--- src/rtl/shift_out.sv ---
// Parallel-to-serial transmitter: loads a WIDTH-bit word on start and shifts it
// out MSB first, one bit per ena strobe, with registered frame/busy/done flags.
module shift_out #(
  parameter int WIDTH = 12
) (
  input  logic             clk,
  input  logic             rst,
  input  logic             start,
  input  logic [WIDTH-1:0] data_in,
  input  logic             ena,
  output logic             data_out,
  output logic             frame,
  output logic             busy,
  output logic             done
);

  localparam int CW = $clog2(WIDTH + 1);

  typedef enum logic [0:0] {IDLE = 1'b0, SHIFT = 1'b1} state_t;

  state_t           state_q;
  logic [WIDTH-1:0] sr_q;
  logic [CW-1:0]    cnt_q;
  logic             data_out_q;
  logic             frame_q;
  logic             busy_q;
  logic             done_q;

  // Transmit FSM: load on start in IDLE, consume one bit per ena edge in SHIFT.
  always_ff @(posedge clk) begin
    if (!rst) begin
      state_q    <= IDLE;
      sr_q       <= '0;
      cnt_q      <= '0;
      data_out_q <= 1'b0;
      frame_q    <= 1'b0;
      busy_q     <= 1'b0;
      done_q     <= 1'b0;
    end else begin
      done_q <= 1'b0;
      case (state_q)
        IDLE: begin
          if (start) begin
            sr_q       <= data_in;
            data_out_q <= data_in[WIDTH-1];
            cnt_q      <= CW'(WIDTH);
            frame_q    <= 1'b1;
            busy_q     <= 1'b1;
            state_q    <= SHIFT;
          end else begin
            data_out_q <= 1'b0;
            frame_q    <= 1'b0;
            busy_q     <= 1'b0;
          end
        end
        SHIFT: begin
          // The receiver samples data_out on this same ena edge, so advancing now is safe.
          if (ena) begin
            if (cnt_q > CW'(1)) begin
              sr_q       <= {sr_q[WIDTH-2:0], 1'b0};
              data_out_q <= sr_q[WIDTH-2];
              cnt_q      <= cnt_q - CW'(1);
            end else begin
              sr_q       <= '0;
              cnt_q      <= '0;
              data_out_q <= 1'b0;
              frame_q    <= 1'b0;
              busy_q     <= 1'b0;
              done_q     <= 1'b1;
              state_q    <= IDLE;
            end
          end else begin
            state_q <= SHIFT;
          end
        end
        default: begin
          state_q    <= IDLE;
          sr_q       <= '0;
          cnt_q      <= '0;
          data_out_q <= 1'b0;
          frame_q    <= 1'b0;
          busy_q     <= 1'b0;
        end
      endcase
    end
  end

  assign data_out = data_out_q;
  assign frame    = frame_q;
  assign busy     = busy_q;
  assign done     = done_q;

endmodule
--- config.mk ---
export PLATFORM = sky130hd
export DESIGN_NAME = shift_out
export DESIGN_NICKNAME = d
export VERILOG_FILES = /design/src/rtl/shift_out.sv
export SDC_FILE = /design/constraint.sdc
export NUM_CORES = 1
export LEC_CHECK = 0
export BUFFER_PORTS_ARGS = -buffer_cell sky130_fd_sc_hd__buf_2
export CAP_MARGIN = 5
export CORE_MARGIN = 3
export CORE_UTILIZATION = 51
export CTS_CLUSTER_SIZE = 20
export DETAILED_ROUTE_END_ITERATION = 12
export PLACE_DENSITY = 0.76
export SYNTH_ARGS = -nofsm -noshare
export SYNTH_HDL_FRONTEND = slang
export SYNTH_SLANG_ARGS = --single-unit
--- constraint.sdc ---
create_clock -name clk -period 3.5 [get_ports clk]
set_input_delay 0.35 -clock clk [delete_from_list [all_inputs] [get_ports clk]]
set_output_delay 0.35 -clock clk [all_outputs]
set_load 0.05 [all_outputs]
==> results.tsv <==
stage	metric	value	unit
clock_network	CTS tree	yes	
logic_synthesis	area leader, netlist	dfxtp_1	
clock_network	root buffer cell	clkbuf_4	
drt	max layer used	met4	
logic_synthesis	synth unique cells	32	
logic_synthesis	syn_nets	115	
critical_path	type of the worst setup path	flip-flop to flip-flop	
power_and_ir_drop	Power Dens Cells	431	nW/µm²
logic_synthesis	synthesized flop and latch total	19	
critical_path	Req. time, crit path	3710	ps
clock_network	# hold bufs at CTS	0	
drt	via count	749	
critical_path	critical path endpoint category	flip-flop	
global_route	initial antenna violation count	0	
layout	share of cells above drive strength 1	23.4	%
floorplan	core area	1590	µm²
sta	Max-slew headroom	67.2	%
drt	DRT met1 WL	860	µm
sta	final hold viol count	0	
critical_path	critical path fanouts, max	6	
status	outcome	complete, no violations	
hold_path	Hold/Removal Path Class	primary input to flip-flop	
global_route	Congestion Overflow GR	0	
drt	DRT Pass-1 Iters	4	
layout	nets@finish	130	
floorplan	Die X	48.4	µm
clock_network	clock slew seen by the registers of the worst setup and hold paths	100	ps
power_and_ir_drop	Pint	0.306	mW
floorplan	Die H	48.4	µm
floorplan	die area	2340	µm²
logic_synthesis	FFs w/ async S/R, synth	0	%
run	max-capacitance violation count	0	
clock_network	TritonCTS Buffers	3	
sta	skew final	11.8	ps
layout	Synth-to-Final Area Change	8.74	%
drt	Antenna Nets Post-Route	0	
clock_network	CTS sink count	19	
drt	Iter 0 DRT Violations	31	
layout	Antenna diodes	0	
drt	WL met2	805	µm
logic_synthesis	Simple-Gate Fraction of Synth Area	9.84	%
logic_synthesis	Synth Area per Inst	9.44	µm²
drt	Vias/cell	5.55	
global_route	first-pass GRT wire length	2920	µm
logic_synthesis	most common cell in the synthesized netlist	dfxtp_1	
global_route	vias in the first global route	675	
logic_synthesis	Compound-Gate Fraction of Synth Area	29.9	%
clock_network	cts repair resizes	0	
drt	final wirelength	1800	µm
sta	Final Slew Violations	0	
power_and_ir_drop	leakage dissipation	0.383	nW
sta	Final Cycle Share	42.7	%
sta	achievable clock frequency	0.669	GHz
floorplan	num ports	20	
logic_synthesis	Most used DFF post-synth	dfxtp_1	
power_and_ir_drop	combinational share of power	18.3	%
logic_synthesis	Mapped Area	916	µm²
logic_synthesis	mux cell area share after synthesis	2.46	%
critical_path	critical path startpoint category	flip-flop	
placement	Final Wtd Congestion	0.818	
logic_synthesis	xor-xnor portion of the synthesized cell area	0	%
power_and_ir_drop	maximum vdd drop	0.280	mV
sta	RSZ-0062 raised after global routing	false	
logic_synthesis	Post-synth EDFFs	0	
sta	final setup violation count	0	
power_and_ir_drop	clock group share of total power	24.8	%
clock_network	H-tree depth	1	
sta	Hold Slack	294	ps
placement	hpwl dp	1270	µm
clock_network	postcts setup bufs	0	
drt	Wirelength per Cell	13.3	µm
global_route	largest net degree at the start of global routing	16	
drt	post-route DRC violation count	0	
clock_network	CTS Buffer Depth	2	
logic_synthesis	area share of fa/ha/maj cells after synthesis	2.73	%
clock_network	clk_lat worst skew	290	ps
logic_synthesis	largest family of logic cells by synthesized area	compound AO/OA/AOI/OAI gates	
global_route	total track usage	15.7	%
logic_synthesis	Synth area leaders	dfxtp_1, a22oi_1, o22ai_1	
logic_synthesis	top cell type's share of synthesized area	41.5	%
logic_synthesis	register area share after synthesis	41.5	%
drt	met3 WL post-DR	122	µm
floorplan	Site Rows	14	
sta	Tightest Pin Transition	490	ps
floorplan	effective utilization at floorplan	57.5	%
power_and_ir_drop	switching share of power	28.6	%
logic_synthesis	Warnings, synthesis	0	
sta	fin crit period	1490	ps
power_and_ir_drop	Seq pwr share	57.0	%
power_and_ir_drop	switching power	0.123	mW
placement	Port Buffers	19	
sta	Setup TNS	0	ps
logic_synthesis	post-synthesis cell count	97	
critical_path	CP arrival	1710	ps
logic_synthesis	commonest cells in the netlist	dfxtp_1, inv_1, a22oi_1, o22ai_1, buf_6	
-- worst paths after layout --
kind	from	end	slack [ps]	cells past startpoint
setup / recovery	cnt_q[0]	data_out	2010	5
hold / removal	data_in[0]	sr_q[0]	290	3
setup reg to reg	cnt_q[0]	data_out	2010	5
hold reg to reg	sr_q[8]	sr_q[9]	450	2
-- flip-flops by register name, indices dropped and copies added (netlist names) --
name      cells
done          1
data_out      1
sr_q         11
cnt_q         4
busy          1
state_q       1
-- worst max-delay path, cell delays in order, from the launching register on --
cell and delay, ps:
dfxtp_1 430, inv_1 70, ha_1 230, nor2_2 260, o311ai_0 170, a221oi_1 260
-- power groups by stage --
stage | clock [mW] | combinational [mW] | sequential, mW
after global routing | 0.121 | 0.0856 | 0.246
final | 0.106 | 0.0784 | 0.245
after global placement | 0 | 0.0767 | 0.248
after detailed placement | 0 | 0.0780 | 0.249
after CTS | 0.112 | 0.0785 | 0.244
after floorplan | 0 | 0.0666 | 0.248
-- final cells by class --
class	instances	area (µm²)
flip-flops and latches	19	380
multi-input cells	55	412
repair buffers	19	95.1
well taps	24	30.0
clock buffers	4	26.3
inverters	14	52.6
fillers	131	598
-- per-layer routing --
layer	track usage, %	vias up
li1	-	382
met1	20.7	342
met2	22.5	23
met3	6.44	2
met4	6.64	0
met5	0	-
-- cells in the final DEF, fill, tap and decap left out --
| master | instances |
|---|---|
| dfxtp_1 | 19 |
| and2b_1 | 1 |
| clkbuf_4 | 3 |
| clkbuf_1 | 1 |
| a31oi_1 | 2 |
| o311ai_4 | 1 |
| a21oi_1 | 3 |
| o311ai_0 | 1 |
| mux2i_4 | 1 |
| o22ai_1 | 10 |
| a221oi_1 | 1 |
| o21ai_0 | 2 |
| nor2_2 | 1 |
| buf_2 | 19 |
| ha_1 | 2 |
| nand2_1 | 2 |
| o41ai_1 | 1 |
| and3_1 | 1 |
| nand2b_1 | 1 |
| nor3_1 | 2 |
| o31a_1 | 1 |
| a21boi_1 | 1 |
| a22oi_1 | 11 |
| o31ai_1 | 3 |
| nor4_1 | 1 |
| nor2_1 | 1 |
| nor2b_4 | 1 |
| inv_1 | 14 |
| nand3_1 | 2 |
| and2_1 | 2 |
-- through the flow --
step | setup WS, ps | std cells | utilization (%) | instance area [µm²] | total power [mW]
after floorplan | 2180 | 97 | - | 916 | 0.315
after CTS | 1990 | 135 | 62.5 | 996 | 0.435
after detailed placement | 2010 | 131 | 60.8 | 970 | 0.327
after global placement | 2100 | 131 | 60.8 | 970 | 0.325
after global routing | 1920 | 135 | 62.5 | 996 | 0.453
final | 2010 | 135 | 62.5 | 996 | 0.429
-- cell families (layout without fill, tap and decap cells) --
logic type,after synthesis,after routing
flip-flops,19,19
adder cells (fa/ha/maj),2,2
buffers and inverters,23,37
AO/OA/AOI/OAI,37,37
multiplexers,1,1
AND/OR/NAND/NOR,15,15
No activity file was read; power rests on OpenSTA's default activity.
